<file path="config.mk">
export PLATFORM = sky130hd
export DESIGN_NAME = msg_sequencer_flat
export DESIGN_NICKNAME = d
export VERILOG_FILES = /design/src/rtl/msg_pkg.sv /design/src/rtl/msg_sequencer_if.sv /design/src/rtl/msg_rom.sv /design/src/rtl/msg_sequencer.sv /design/src/flat_wrapper.sv
export SDC_FILE = /design/constraint.sdc
export NUM_CORES = 1
export LEC_CHECK = 0
export ABC_AREA = 1
export CORE_AREA = 2 2 84 86
export CTS_BUF_LIST = sky130_fd_sc_hd__clkbuf_4
export DETAILED_ROUTE_END_ITERATION = 7
export DIE_AREA = 0 0 86 88
export PLACE_DENSITY_LB_ADDON = 0.1
export SETUP_SLACK_MARGIN = 0.3
export SLEW_MARGIN = 25
export SYNTH_ARGS = -nofsm -noshare
export SYNTH_HDL_FRONTEND = slang
export SYNTH_SLANG_ARGS = --single-unit
</file>
<file path="constraint.sdc">
create_clock -name clk -period 1.5 [get_ports clk]
set_clock_uncertainty 0.1 [all_clocks]
set_input_delay 0.3 -clock clk [delete_from_list [all_inputs] [get_ports clk]]
set_output_delay 0.3 -clock clk [all_outputs]
set_load 0.005 [all_outputs]
</file>
<file path="src/rtl/msg_pkg.sv">
// Shared state type and message tables for the character-message sequencer.
// The GAP state exists only when MSG_GAP_EN is defined.
package msg_pkg;

  typedef enum logic [1:0] {
    IDLE,
    WAIT_TICK,
    PRESENT
`ifdef MSG_GAP_EN
    , GAP
`endif
  } seq_state_t;

  localparam int MSG0_LEN = 9;
  localparam int MSG1_LEN = 7;

  localparam logic [7:0] CHAR_SPACE = 8'h20;

  // "Guatemala" and "Quetzal"
  localparam logic [7:0] MSG0 [MSG0_LEN] = '{8'h47, 8'h75, 8'h61, 8'h74, 8'h65,
                                             8'h6D, 8'h61, 8'h6C, 8'h61};
  localparam logic [7:0] MSG1 [MSG1_LEN] = '{8'h51, 8'h75, 8'h65, 8'h74, 8'h7A,
                                             8'h61, 8'h6C};

  // Switch patterns 00/11 pick msg0, 01/10 pick msg1.
  function automatic logic msg_of_sel(input logic [1:0] sel);
    return sel[1] ^ sel[0];
  endfunction

endpackage

</file>
<file path="src/rtl/msg_sequencer_if.sv">
// Character handshake between the sequencer (master) and its downstream consumer.
interface msg_sequencer_if;

  logic [7:0] char_out;
  logic       char_valid;
  logic       char_last;
  logic       char_ready;

  modport master (
    output char_out,
    output char_valid,
    output char_last,
    input  char_ready
  );

  modport slave (
    input  char_out,
    input  char_valid,
    input  char_last,
    output char_ready
  );

endinterface

</file>
<file path="src/rtl/msg_rom.sv">
// Combinational message ROM: (msg_id, pos) -> ASCII character and message length.
module msg_rom
  import msg_pkg::*;
(
  input  logic       msg_id,
  input  logic [3:0] pos,
  output logic [7:0] char_code,
  output logic [3:0] len
);

  // Out-of-range positions read as NUL rather than aliasing into the table.
  always_comb begin
    char_code = 8'h00;
    len       = 4'(MSG0_LEN);
    if (msg_id == 1'b0) begin
      if (pos < 4'(MSG0_LEN)) char_code = MSG0[pos];
    end else begin
      len = 4'(MSG1_LEN);
      if (pos < 4'(MSG1_LEN)) char_code = MSG1[pos[2:0]];
    end
  end

endmodule

</file>
<file path="src/rtl/msg_sequencer.sv">
// Steps through the selected message one character per tick over a valid/ready handshake.
// Define MSG_GAP_EN to insert a space character between consecutive messages.
module msg_sequencer
  import msg_pkg::*;
#(
  parameter int TICK_DIV = 1000000,
  parameter int DIV_W    = 24
) (
  input  logic       clk,
  input  logic       rst_n,
  input  logic       ena,
  input  logic [1:0] sel,
  input  logic       run,
  output logic       msg_id,
  output logic       busy,
  msg_sequencer_if.master chan
);

  seq_state_t       state_q, state_d;
  logic [3:0]       pos_q, pos_d;
  logic             msg_id_q, msg_id_d;
  logic [7:0]       char_q, char_d;
  logic             valid_q, valid_d;
  logic             last_q, last_d;
  logic [DIV_W-1:0] presc_q, presc_d;

  logic             tick;
  logic [7:0]       rom_char;
  logic [3:0]       rom_len;

  msg_rom u_rom (
    .msg_id    (msg_id_q),
    .pos       (pos_q),
    .char_code (rom_char),
    .len       (rom_len)
  );

  assign tick = (state_q != IDLE) && (presc_q == DIV_W'(TICK_DIV - 1));

  always_ff @(posedge clk or negedge rst_n) begin
    if (!rst_n) begin
      state_q  <= IDLE;
      pos_q    <= '0;
      msg_id_q <= 1'b0;
      char_q   <= 8'h00;
      valid_q  <= 1'b0;
      last_q   <= 1'b0;
      presc_q  <= '0;
    end else if (ena) begin
      state_q  <= state_d;
      pos_q    <= pos_d;
      msg_id_q <= msg_id_d;
      char_q   <= char_d;
      valid_q  <= valid_d;
      last_q   <= last_d;
      presc_q  <= presc_d;
    end
  end

  // The prescaler free-runs outside IDLE, so ticks seen during PRESENT are simply lost.
  always_comb begin
    state_d  = state_q;
    pos_d    = pos_q;
    msg_id_d = msg_id_q;
    char_d   = char_q;
    valid_d  = valid_q;
    last_d   = last_q;
    presc_d  = presc_q;

    if (state_q != IDLE) presc_d = tick ? '0 : presc_q + DIV_W'(1);

    case (state_q)
      IDLE: begin
        if (run) begin
          msg_id_d = msg_of_sel(sel);
          pos_d    = '0;
          presc_d  = '0;
          state_d  = WAIT_TICK;
        end
      end

      WAIT_TICK: begin
        if (!run) begin
          pos_d   = '0;
          state_d = IDLE;
        end else if (tick) begin
          char_d  = rom_char;
          valid_d = 1'b1;
          last_d  = (pos_q == rom_len - 4'd1);
          state_d = PRESENT;
        end
      end

      PRESENT: begin
        if (chan.char_ready) begin
          valid_d = 1'b0;
          last_d  = 1'b0;
          if (last_q) begin
            pos_d    = '0;
            msg_id_d = msg_of_sel(sel);
          end else begin
            pos_d = pos_q + 4'd1;
          end
          if (!run) begin
            pos_d   = '0;
            state_d = IDLE;
          end else begin
`ifdef MSG_GAP_EN
            state_d = last_q ? GAP : WAIT_TICK;
`else
            state_d = WAIT_TICK;
`endif
          end
        end
      end

`ifdef MSG_GAP_EN
      // GAP both waits for the tick and presents the space; char_valid tells the phases apart.
      GAP: begin
        if (valid_q) begin
          if (chan.char_ready) begin
            valid_d = 1'b0;
            state_d = run ? WAIT_TICK : IDLE;
          end
        end else if (!run) begin
          state_d = IDLE;
        end else if (tick) begin
          char_d  = CHAR_SPACE;
          valid_d = 1'b1;
          last_d  = 1'b0;
        end
      end
`endif

      default: state_d = IDLE;
    endcase
  end

  assign chan.char_out   = char_q;
  assign chan.char_valid = valid_q;
  assign chan.char_last  = last_q;
  assign msg_id          = msg_id_q;
  assign busy            = (state_q != IDLE);

endmodule

</file>
<file path="src/flat_wrapper.sv">
// flat-port wrapper written by rule: the top's interface ports become plain ports
module msg_sequencer_flat import msg_pkg::*;
#(
  parameter int TICK_DIV = 1000000,
  parameter int DIV_W    = 24
)
  (clk, rst_n, ena, sel, run, msg_id, busy, chan_char_out, chan_char_valid, chan_char_last, chan_char_ready);
  msg_sequencer_if chan_i ();
  input  logic clk;
  input  logic rst_n;
  input  logic ena;
  input  logic [1:0] sel;
  input  logic run;
  output logic msg_id;
  output logic busy;
  output wire logic [$bits(chan_i.char_out)-1:0] chan_char_out;
  output wire logic [$bits(chan_i.char_valid)-1:0] chan_char_valid;
  output wire logic [$bits(chan_i.char_last)-1:0] chan_char_last;
  input wire logic [$bits(chan_i.char_ready)-1:0] chan_char_ready;
  assign chan_char_out = chan_i.char_out;
  assign chan_char_valid = chan_i.char_valid;
  assign chan_char_last = chan_i.char_last;
  assign chan_i.char_ready = chan_char_ready;
  msg_sequencer #(.TICK_DIV(TICK_DIV), .DIV_W(DIV_W)) u_core (.clk(clk), .rst_n(rst_n), .ena(ena), .sel(sel), .run(run), .msg_id(msg_id), .busy(busy), .chan(chan_i));
endmodule
</file>
# Yosys cells after proc, flatten, opt, wreduce, memory -nomap -nowiden
# Memory sizes are Yosys's and may differ from the RTL's.
# Index checks and enable logic that the tools add are counted.
word_totals:
  ff_bits: 41
  mem_bits_ro: 192
  input_bits: 7
  output_inout_bits: 12
  elab_cells: 76
  memories: 2
mem_list:
  columns: ["memory", "words", "width", "rd", "rd_clocked_by_memory_dff", "write_ports", "line", "rtl"]
  rows:
  - ["(no name shown)", 16, 8, 1, 0, 0, "msg_rom.sv:16", "if (pos < 4'(MSG0_LEN)) char_code = MSG0[pos];"]
  - ["(no name shown)", 8, 8, 1, 0, 0, "msg_rom.sv:19", "if (pos < 4'(MSG1_LEN)) char_code = MSG1[pos[2:0]];"]
op_classes:
  n_addsub: 3
  n_lt_le_gt_ge: 4
  n_eq_ne: 11
  muxes: 35
  n_bitwise: 3
  reduce_logical: 11
op_table:
  columns: ["operator", "n"]
  rows:
  - ["$mux 24", 4]
  - ["$mux 8", 7]
  - ["$add 24x1->24 const B", 1]
  - ["$eq 24x20->1 const B", 1]
  - ["$mux 4", 6]
  - ["$reduce_and 5->1", 3]
  - ["$pmux 4 s3", 1]
  - ["$mux 1", 9]
  - ["$mux 2", 4]
  - ["$ne 2x2->1 const B", 4]
  - ["$reduce_and 4->1", 2]
  - ["$pmux 1 s2", 3]
  - ["$pmux 2 s3", 1]
  - ["$reduce_bool 2->1", 3]
  - ["$ge 5x5->1 const B", 1]
  - ["$not 4->5", 1]
  - ["$add 4x1->4 const B", 1]
  - ["$eq 4x4->1", 1]
  - ["$ge 4x4->1 const B", 1]
  - ["$lt 4x3->1 const B", 1]
  - ["$lt 4x4->1 const B", 1]
  - ["$ne 2x1->1 const B", 2]
  - ["$not 3->4", 1]
  - ["$sub 4x1->4 const B", 1]
  - ["7 further kinds", 7]

# Depth between registers and ports, before layout
# Gate-level depths: netlist of the first run.
depth:
  word_depth: 6
  ltp_mapped: 11

# Hierarchy
# Synthesis of the first run repeated with hierarchy kept, for this count alone.
unflattened:
  cells_unflattened: 403
  area_unflattened_um2: 2800.2
by_module_without_submodules:
  columns: ["module", "n_inst", "cells_per_inst", "area_each_um2", "seq_area_each_um2"]
  rows:
  - ["msg_sequencer", 1, 363, 2571.2, 1026.0]
  - ["msg_rom", 1, 40, 229.0, 0.0]

# Worst setup path after synthesis of the first run
# OpenSTA, ideal clock, no wires.
synth_path:
  kind: "register to register"
  start: "register u_core.presc_q[0]"
  end: "register u_core.presc_q[12]"
  setup_ns: 0.122
  arrival_time_ns: 1.371
  t_required_ns: 1.278
  setup_slack_ns: -0.094
  path_stages_with_launch: 12
  path_buffers: 1
  period_less_slack_ns: 1.594
  cell_sequence: "dfrtp_1 -> ha_1 -> nand3_2 -> clkinv_2 -> nand2_1 -> nor2_2 -> nand2_1 -> nand2_2 -> nand2_4 -> inv_4 -> buf_12 -> nor2_2"
synth_via:
  elab_chain_len: 6
  word_cells_on_any_way: 7
  classes_between: "1 x add/sub; 1 x eq/ne; 4 x mux; 1 x reduce/logical"
synth_lines:
  columns: ["element", "line", "rtl"]
  rows:
  - ["start: declaration", "msg_sequencer.sv:25", "logic [DIV_W-1:0] presc_q, presc_d;"]
  - ["start signal: assignment", "msg_sequencer.sv:56", "presc_q <= presc_d;"]
  - ["branches (longest 2 deep; another with $add 24x1->24)", null, null]
  - ["$mux 24 * (2 in a row)", "msg_sequencer.sv:70", "if (state_q != IDLE) presc_d = tick ? '0 : presc_q + DIV_W'(1);"]
  - ["$mux 24", "msg_sequencer.sv:74", "if (run) begin"]
  - ["$mux 24 *", "msg_sequencer.sv:72", "case (state_q)"]
# Mark *: on every way between the ends.
# A chain may end at the register's enable or synchronous reset.

# Worst setup path after layout of the first run
layout_path:
  start: "register u_core.presc_q[0]"
  end: "register u_core.presc_q[18]"
# The elaborated chain is that of the path after synthesis.

==> metrics, run 1 <==
outcome finished with violations; failing checks setup timing; DR pass1 iterations 4; design area 3990 um2; DRC 0; CP peak stage delay 0.41 ns; DP HPWL 5160 um; synthesized instance count 360; Crit Path Max Fanout 7; yosys warns 0; worst path cell trace buf_6 -> ha_4 -> nand3_4 -> clkinv_4 -> nand2_4 -> nor2_4 -> nand2_2 -> nand2_4 -> nand2_4 -> buf_12 -> nand2_4 -> nor2_2; CP dominant cell by count nand2_4; Leak 1.95 nW; clock latency on the worst-skew pair 0.36 ns; initial core utilization 38.8%; Buf+Inv Stages, Crit Path 3; Total Die Area 7570 um2; Pwr Total 3.33 mW; asr flop ratio synth 100%; Worst-path clk slew 0.13 ns; clock root buffer clkbuf_4; CP startpoint u_core.presc_q[0]$_DFFE_PN0P_; Synth area leaders dfrtp_1 39%, nand2_1 13%, inv_1 6.8%; cts bufs inserted 5; unrepaired setup endpoints after global routing true; Vias/cell 4.82; Synthesized Nets 375; Slew Limit Fails 0; CP Data Required Time 1.64 ns; Setup CP Type reg -> reg; Post-synth EDFFs 0; Worst setup EP type flop; synthesized flop and latch total 40; worst-case clock buffer depth 2; chip width 86 um; final hold violations 0; Power Density 836 nW/um2; synth cell count leaders 89 x nand2_1, 47 x inv_1, 47 x nor2_1; crit start category flop; CTS sink count 40; I/O Pins 19; worst reg2reg path startpoint u_core.presc_q[0]$_DFFE_PN0P_; Critical-path top delay cell dfrtp_1; placed inst area 3470 um2; fin util 60.1%; Final GP Congestion 0.868; Peak VDD IR 0.000417 V; Max Freq 590 MHz; PortBufs 17; # fillers 622; worst min path class in -> async; initial antenna violation count 0; sequential cell area 1000 um2; DR WL/cell 12.8 um; WL final 7170 um; maxcap violations 0; Seq/Total Area, Yosys 38.8%; pin count of the biggest net entering global routing 41; final setup fails 35; std cell rows 30; final cycle utilization of the critical path 113%; syn avg cell area 7.17 um2; Vias 2692; Post-synth top flop dfrtp_1; post-layout worst setup margin -0.194 ns; count leader, synth nand2_1; CTS tree done; critical path's top delay family simple AND/OR/NAND/NOR gates; leading area contributor after synthesis dfrtp_1; top-area cell type share of the netlist area 38.8%; Area Growth Syn to Fin 54.7%; Initial DRC Count 103; cell area after synthesis 2580 um2; Final #Nets 493; Die Y 88 um; ant diodes 0; post-route ant nets 0; vias in the first global route 2676; Clock H-tree levels 2; total global routing overflow 0; Min Hold Slack 0.329 ns; placeable core area 6640 um2; first-pass GRT wire length 12200 um; gr usage total 20.3%; area of the multi-input gates 1660 um2; share of post-route cells with drive strength above 1 43.6%; Final Critical Period 1.69 ns; synth unique cells 38; CP arrival 1.84 ns
-- per-layer routing --
metal / up-vias / GRT usage, % / routed length (um)
li1: 1377 / - / -
met1: 1267 / 25.2 / 3140
met2: 35 / 35.9 / 3700
met3: 13 / 3.39 / 195
met4: 0 / 6.93 / 136
met5: - / 0 / 0
-- kinds of logic after synthesis --
| group | count (synthesis) | share of synthesized area [%] |
|---|---|---|
| AOI/OAI and AO/OA | 39 | 8.49 |
| adders and majority gates | 8 | 3.88 |
| DFF | 40 | 38.8 |
| xor gates and xnor gates | 12 | 4.07 |
| buffers and inverters | 59 | 9.55 |
| other | 1 | 0.145 |
| and+or+nand+nor | 201 | 35.1 |
-- tightest hold or removal path, delay by kind of cell --
kind	cells	cell delay, ns
buf+inv	3	0.87
-- stage by stage --
stage               worst slack, ns  TNS [ns]  std cells
finish                       -0.194     -4.74        559
global route                 -0.294     -8.64        559
CTS                          -0.156     -3.85        552
detailed placement           -0.408    -12.57        526
global placement             -0.379    -11.60        526
floorplan                   -0.0410    -0.391        360
-- cell type report --
cell class / count / share of cell area [%]
clock inverters: 2 / 0.878
inverters: 55 / 5.71
multi-input cells: 262 / 41.7
flip-flops and latches: 40 / 25.1
repair buffers: 114 / 23.0
clock buffers: 6 / 1.13
well taps: 80 / 2.51
-- layout by cell type, fill, tap and decap left out, types with 5 or more instances in the layout --
cell type / instances
nand2_2: 18
o21ai_2: 6
xor2_1: 8
nor2_4: 11
nor2_1: 34
nand3_2: 8
nand2_1: 70
nand2_4: 6
inv_1: 44
dfrtp_1: 39
o21ai_0: 7
o21ai_1: 5
clkbuf_4: 6
buf_6: 6
buf_4: 87
buf_2: 11
inv_2: 6
nor2_2: 17
nand4_1: 5
nand3_1: 14
nor3_1: 9
clkdlybuf4s50_1: 5
a21oi_1: 9
-- sequential cells by signal, indices dropped and copies added, names as in the netlist --
signal	count
u_core.state_q	2
u_core.pos_q	4
u_core.chan.char_last	1
u_core.presc_q	24
u_core.msg_id	1
u_core.chan.char_out	7
u_core.chan.char_valid	1
-- final timing paths --
| kind | cells past startpoint | endpoint | slack, ns |
|---|---|---|---|
| setup / recovery | 12 | u_core.presc_q[18]$_DFFE_PN0P_ | -0.19 |
| hold / removal | 3 | u_core.chan.char_out[2]$_DFFE_PN0P_ | 0.33 |
| setup reg to reg | 12 | u_core.presc_q[18]$_DFFE_PN0P_ | -0.19 |
| hold reg to reg | 4 | u_core.chan.char_out[1]$_DFFE_PN0P_ | 0.47 |
| max in group asynchronous | 3 | u_core.chan.char_out[1]$_DFFE_PN0P_ | 0.75 |
| min in group clk | 4 | u_core.chan.char_out[1]$_DFFE_PN0P_ | 0.47 |
-- report_power, final --
part           total [mW]  internal (mW)  switching [mW]
clock               0.748          0.368           0.380
combinational        1.40          0.668           0.729
sequential           1.19           1.14          0.0526
total                3.33           2.17            1.16
-- timing repair --
item                                    CTS  global route
hold endpoints to repair                 40             0
endpoints found under the setup margin   51            51
pin swaps                                24            26
buffers inserted                         16             7
resized for setup                        90            31
hold buffers                              1             0
gates cloned                              1             0
(Power assumes the default switching activity.)
==> run 2: changes to the inputs <==
--- a/config.mk
+++ b/config.mk
@@ -10,7 +10,7 @@
 export CTS_BUF_LIST = sky130_fd_sc_hd__clkbuf_4
 export DETAILED_ROUTE_END_ITERATION = 7
 export DIE_AREA = 0 0 86 88
-export PLACE_DENSITY_LB_ADDON = 0.1
+export PLACE_DENSITY_LB_ADDON = 0.25
 export SETUP_SLACK_MARGIN = 0.3
 export SLEW_MARGIN = 25
 export SYNTH_ARGS = -nofsm -noshare
==> run 2 against run 1 <==
Compared with the run above:
- the run still ends with setup timing left
- critical path depth down 4
- global-route usage down 0.48 points
- worst hold slack better by 0.0012 ns
- register-to-register slack better by 0.03 ns
- combinational power about the same
- worst setup slack better by 0.027 ns
- critical path type unchanged
- critical endpoint is now u_core.presc_q[6]$_DFFE_PN0P_
==> metrics, run 2 (synthesized netlist as in run 1, its figures left out) <==
Critical-path top delay cell dfrtp_2; pre-CTS setup slack -0.423 ns (-0.0152 ns); worst r2r dst u_core.presc_q[6]$_DFFE_PN0P_; Slew Limit Fails 0 (unchanged); CP arrival 1.82 ns (-0.02 ns); placed inst area 3420 um2 (-1.6%); CTS sink count 40 (unchanged); share of post-route cells with drive strength above 1 46.8% (+3.1 points); Reg with most FFs u_core.presc_q; I/O Pins 19 (unchanged); crit start category flop; CP peak stage delay 0.43 ns (+0.02 ns); Pwr Total 3.17 mW (-4.9%); worst-case clock buffer depth 2 (unchanged); Peak VDD IR 0.000385 V (-7.7%); Clock H-tree levels 2 (unchanged); PortBufs 17 (unchanged); Area Growth Syn to Fin 59.7%; final hold violations 0 (unchanged); ant diodes 0 (unchanged); commonest cells after routing, fill and taps aside 82 x buf_4, 74 x nand2_1, 43 x inv_1, 38 x dfrtp_1, 27 x nor2_4; Final #Nets 492 (-0.20%); vias in the first global route 2590 (-3.2%); outcome finished with violations; CP Data Required Time 1.65 ns (about the same); Max Freq 600 MHz (+1.6%); CP startpoint u_core.presc_q[0]$_DFFE_PN0P_; fin cells 557 (-0.36%); cts bufs inserted 5 (unchanged); Leak 1.96 nW (+0.39%); Vias/cell 4.97 (+3.1%); failing checks setup timing; WP depth 8 (-4); Die Y 88 um (unchanged); placed insts 522 (-0.76%); Power Density 769 nW/um2 (-8.0%); worst setup path end u_core.presc_q[6]$_DFFE_PN0P_; post-layout worst setup margin -0.167 ns (+0.0272 ns); Final GP Congestion 0.906 (+4.4%); worst path cell trace ha_4 -> nand3_4 -> clkinv_4 -> nand2_2 -> buf_4 -> nor2_2 -> xor2_1 -> nor2_4; r2r setup slk -0.17 ns (+0.03 ns); maxcap violations 0 (unchanged); DP HPWL 4880 um (-5.5%); Buf+Inv Stages, Crit Path 2 (-1); commonest non-fill, non-tap cell in the layout buf_4; final setup fails 36 (+2.9%); Setup CP Type reg -> reg; Worst setup EP type flop; CTS tree done; Crit Path Max Fanout 4 (-3); Vias 2766 (+2.7%); chip width 86 um (unchanged); DR WL/cell 13.3 um (+3.7%); unrepaired setup endpoints after global routing true; Total Die Area 7570 um2 (unchanged); critical path's top delay family flip-flops; initial core utilization 38.8% (unchanged); clock root buffer clkbuf_4; FF-to-FF path depth 8 (-4); first-pass GRT wire length 11900 um (-2.4%); clock latency on the worst-skew pair 0.36 ns (about the same); initial antenna violation count 0 (unchanged); gr usage total 19.8% (-0.48 points); worst min path class in -> async; WL final 7410 um (+3.3%); Worst-path clk slew 0.13 ns (about the same); DR pass1 iterations 5 (+1); worst reg2reg path startpoint u_core.presc_q[0]$_DFFE_PN0P_; Final Critical Period 1.67 ns (-0.0272 ns); pin count of the biggest net entering global routing 41 (unchanged); post-route ant nets 0 (unchanged); total global routing overflow 0 (unchanged); max reg flops 24 (unchanged); std cell rows 30 (unchanged); design area 4120 um2 (+3.3%); DRC 0 (unchanged); final cycle utilization of the critical path 111% (-1.8 points); placeable core area 6640 um2 (unchanged); Initial DRC Count 103 (unchanged); # fillers 561 (-9.8%)
-- run 2: worst min-delay path, cell delays in order --
cell and delay [ns]:
dlygate4sd3_1 0.52, buf_2 0.12, buf_12 0.23
-- run 2: worst min path at each step --
stage               slack (ns)                                   to  cells after the start
floorplan                 -0.1    u_core.chan.char_last$_DFFE_PN0P_                      0
global placement          0.19       u_core.presc_q[15]$_DFFE_PN0P_                      2
detailed placement        0.19       u_core.presc_q[15]$_DFFE_PN0P_                      2
CTS                       0.33  u_core.chan.char_out[5]$_DFFE_PN0P_                      3
global route              0.33   u_core.chan.char_valid$_DFFE_PN0P_                      3
finish                    0.33   u_core.chan.char_valid$_DFFE_PN0P_                      3
-- run 2: what timing repair did --
action,CTS,global route
endpoints found under the hold margin,40,0
resized for setup,103,62
gates cloned,2,0
setup endpoints to repair,51,51
pin swaps,16,31
hold buffers,1,0
buffers inserted,17,8
-- run 2: where the power goes --
part / total (mW) / internal, mW / switching [mW]
combinational: 1.41 / 0.604 / 0.805
clock: 0.553 / 0.191 / 0.362
sequential: 1.21 / 1.14 / 0.0695
-- run 2: through the flow --
step	hold WS [ns]	util, %	setup TNS (ns)
4_1_cts	0.331	57.1	-2.30
2_1_floorplan	-0.0956	-	-0.391
3_3_place_gp	0.194	51.4	-10.50
5_1_grt	0.335	62.0	-7.06
3_5_place_dp	0.195	51.4	-10.97
6_report	0.330	62.0	-3.32
-- run 2: final cells by class --
type,instances,area (um2),share of cell area [%]
inverters,55,229,5.56
clock inverters,1,5.00,0.121
clock buffers,6,45.0,1.09
multi-input cells,262,1840,44.7
well taps,80,100,2.43
flip-flops and latches,40,1000,24.3
repair buffers,112,880,21.3
repair inverters,1,16.3,0.395
-- run 2: routing by layer --
metal | GRT usage [%] | share of wire, %
met1 | 25.4 | 44
met4 | 5.19 | 1.3
met5 | 0 | 0
met2 | 34.3 | 51
met3 | 3.96 | 4.3
==> run 3: changes to the inputs <==
--- a/config.mk
+++ b/config.mk
@@ -6,10 +6,10 @@
 export NUM_CORES = 1
 export LEC_CHECK = 0
 export ABC_AREA = 1
-export CORE_AREA = 2 2 84 86
+export CORE_AREA = 2 2 72 74
 export CTS_BUF_LIST = sky130_fd_sc_hd__clkbuf_4
 export DETAILED_ROUTE_END_ITERATION = 7
-export DIE_AREA = 0 0 86 88
+export DIE_AREA = 0 0 74 76
 export PLACE_DENSITY_LB_ADDON = 0.25
 export SETUP_SLACK_MARGIN = 0.3
 export SLEW_MARGIN = 25
==> run 3 against run 2 <==
Compared with the run above:
- the run still ends with setup timing left
- total power increased by 5.1%
- routed wire length increased by 6.1%
- cell count decreased by 2.0%
==> metrics, run 3 (synthesized netlist as in run 1, its figures left out) <==
outcome finished with violations; failing checks setup timing; Initial DRC Count 162 (+57%); total global routing overflow 0 (unchanged); final hold violations 0 (unchanged); gr usage total 28.5% (+8.7 points); final cycle utilization of the critical path 113% (+1.8 points); Vias 2849 (+3.0%); CTS sink count 40 (unchanged); Reg power frac 36.0% (-2.1 points); crit start category flop; Area Growth Syn to Fin 55.3%; Worst setup EP type flop; final setup fails 37 (+2.8%); critical path's top delay family simple AND/OR/NAND/NOR gates; Power Density 831 nW/um2 (+8.1%); Crit Path Max Fanout 5 (+1); placed inst area 3430 um2 (+0.51%); clock latency on the worst-skew pair 0.36 ns (about the same); max reg flops 24 (unchanged); post-route ant nets 0 (unchanged); Vias/cell 5.22 (+5.1%); Int Pwr 2.05 mW (+6.1%); area of the multi-input gates 1730 um2 (-6.0%); Clock H-tree levels 2 (unchanged); design area 4010 um2 (-2.8%); # fillers 311 (-45%); ant diodes 0 (unchanged); Setup CP Type reg -> reg; Net Sw Frac 38.4% (-0.55 points); Die Y 76 um (-14%); commonest cells after routing, fill and taps aside 77 x buf_4, 70 x nand2_1, 42 x inv_1, 39 x dfrtp_1, 29 x nor2_1; Peak VDD IR 0.000520 V (+35%); Final GP Congestion 0.917 (+1.2%); Max Freq 590 MHz (-1.6%); DRC 0 (unchanged); Slew Limit Fails 0 (unchanged); clock root buffer clkbuf_4; Leak 1.94 nW (-0.67%); DR pass1 iterations 4 (-1); WP depth 10 (+2); Final #Nets 490 (-0.41%); pin count of the biggest net entering global routing 41 (unchanged); std cell rows 26 (-13%); chip width 74 um (-14%); DP HPWL 4840 um (-0.82%); fin util 81.6% (+20 points); Pwr Total 3.33 mW (+5.1%); Worst-path clk slew 0.13 ns (about the same); Critical-path top delay cell dfrtp_1; first-pass GRT wire length 12500 um (+5.3%); clock group share of total power 17.7% (+0.3 points); initial antenna violation count 0 (unchanged); initial core utilization 52.5% (+14 points); post-layout worst setup margin -0.194 ns (-0.0268 ns); placeable core area 4910 um2 (-26%); PortBufs 17 (unchanged); CP arrival 1.88 ns (+0.06 ns); CTS tree done; commonest non-fill, non-tap cell in the layout buf_4; Final Critical Period 1.69 ns (+0.0268 ns); combinational share of power 46.3% (+1.9 points); maxcap violations 0 (unchanged); share of post-route cells with drive strength above 1 45.2% (-1.6 points); Net Sw Power 1.28 mW (+3.6%); Buf+Inv Stages, Crit Path 3 (+1); FF-to-FF path depth 10 (+2); CP peak stage delay 0.42 ns (about the same); DR WL/cell 14.4 um (+8.2%); sequential cell area 1000 um2 (-0.12%); I/O Pins 19 (unchanged); worst-case clock buffer depth 2 (unchanged); vias in the first global route 2716 (+4.9%); unrepaired setup endpoints after global routing true; WL final 7860 um (+6.1%); Reg with most FFs u_core.presc_q; worst min path class in -> async; worst path cell trace ha_4 -> nand3_4 -> clkinv_4 -> nand2_4 -> nor2_4 -> buf_12 -> nand4_4 -> inv_4 -> nand3_2 -> nand2_1; cts bufs inserted 5 (unchanged); Total Die Area 5620 um2 (-26%); CP Data Required Time 1.69 ns (+0.04 ns)
-- run 3: what timing repair did --
| item | 4_1_cts | 5_1_grt |
|---|---|---|
| setup endpoints to repair | 51 | 51 |
| cloned | 3 | 0 |
| hold buffers | 1 | 0 |
| pin swaps | 15 | 20 |
| hold endpoints to repair | 40 | 0 |
| resized for setup | 103 | 45 |
| setup buffers | 11 | 7 |
-- run 3: worst min-delay path, delay by kind of cell --
kind / cells / cell delay [ns]
buffers and inverters: 3 / 0.88
-- run 3: power by group through the flow --
stage	registers [mW]	logic, mW	clock network, mW
2_1_floorplan	1.22	0.546	0
3_3_place_gp	1.22	0.972	0
3_5_place_dp	1.22	0.990	0
4_1_cts	1.19	1.33	0.585
5_1_grt	1.20	1.67	0.647
6_report	1.20	1.54	0.590
-- run 3: metal layers --
layer  GRT usage (%)  up-vias  share of wire [%]
met5               0        -                  0
met4            11.6        0                3.7
met3            4.89       24                4.8
met2            47.4      107                 52
met1            36.0     1345                 40
li1                -     1373                  -
-- run 3: final timing paths --
kind | endpoint | slack [ns] | startpoint
worst min register to register | u_core.chan.char_out[6]$_DFFE_PN0P_ | 0.40 | u_core.chan.char_out[6]$_DFFE_PN0P_
max in group asynchronous | u_core.chan.char_out[4]$_DFFE_PN0P_ | 0.76 | rst_n
min in group clk | u_core.chan.char_out[6]$_DFFE_PN0P_ | 0.40 | u_core.chan.char_out[6]$_DFFE_PN0P_
worst min-delay path | u_core.state_q[0]$_DFFE_PN0P_ | 0.33 | rst_n
worst max register to register | u_core.chan.char_last$_DFFE_PN0P_ | -0.19 | u_core.presc_q[0]$_DFFE_PN0P_
worst max-delay path | u_core.chan.char_last$_DFFE_PN0P_ | -0.19 | u_core.presc_q[0]$_DFFE_PN0P_
-- run 3: final cells by class --
cell class | instances | share of cell area (%)
Clock inverter | 1 | 0.0937
Sequential cell | 40 | 25.0
Clock buffer | 7 | 1.31
Timing Repair inverter | 1 | 0.281
Inverter | 55 | 5.81
Multi-Input combinational cell | 263 | 43.2
Timing Repair Buffer | 109 | 22.1
Tap cell | 70 | 2.19
-- run 3: per-stage QoR --
stage / cells / hold slack, ns / setup slack, ns / setup TNS, ns
6_report: 546 / 0.329 / -0.194 / -5.30
5_1_grt: 546 / 0.347 / -0.275 / -8.42
4_1_cts: 539 / 0.339 / -0.151 / -3.80
3_5_place_dp: 516 / 0.189 / -0.496 / -13.33
3_3_place_gp: 516 / 0.188 / -0.409 / -12.42
2_1_floorplan: 360 / -0.0956 / -0.0410 / -0.391
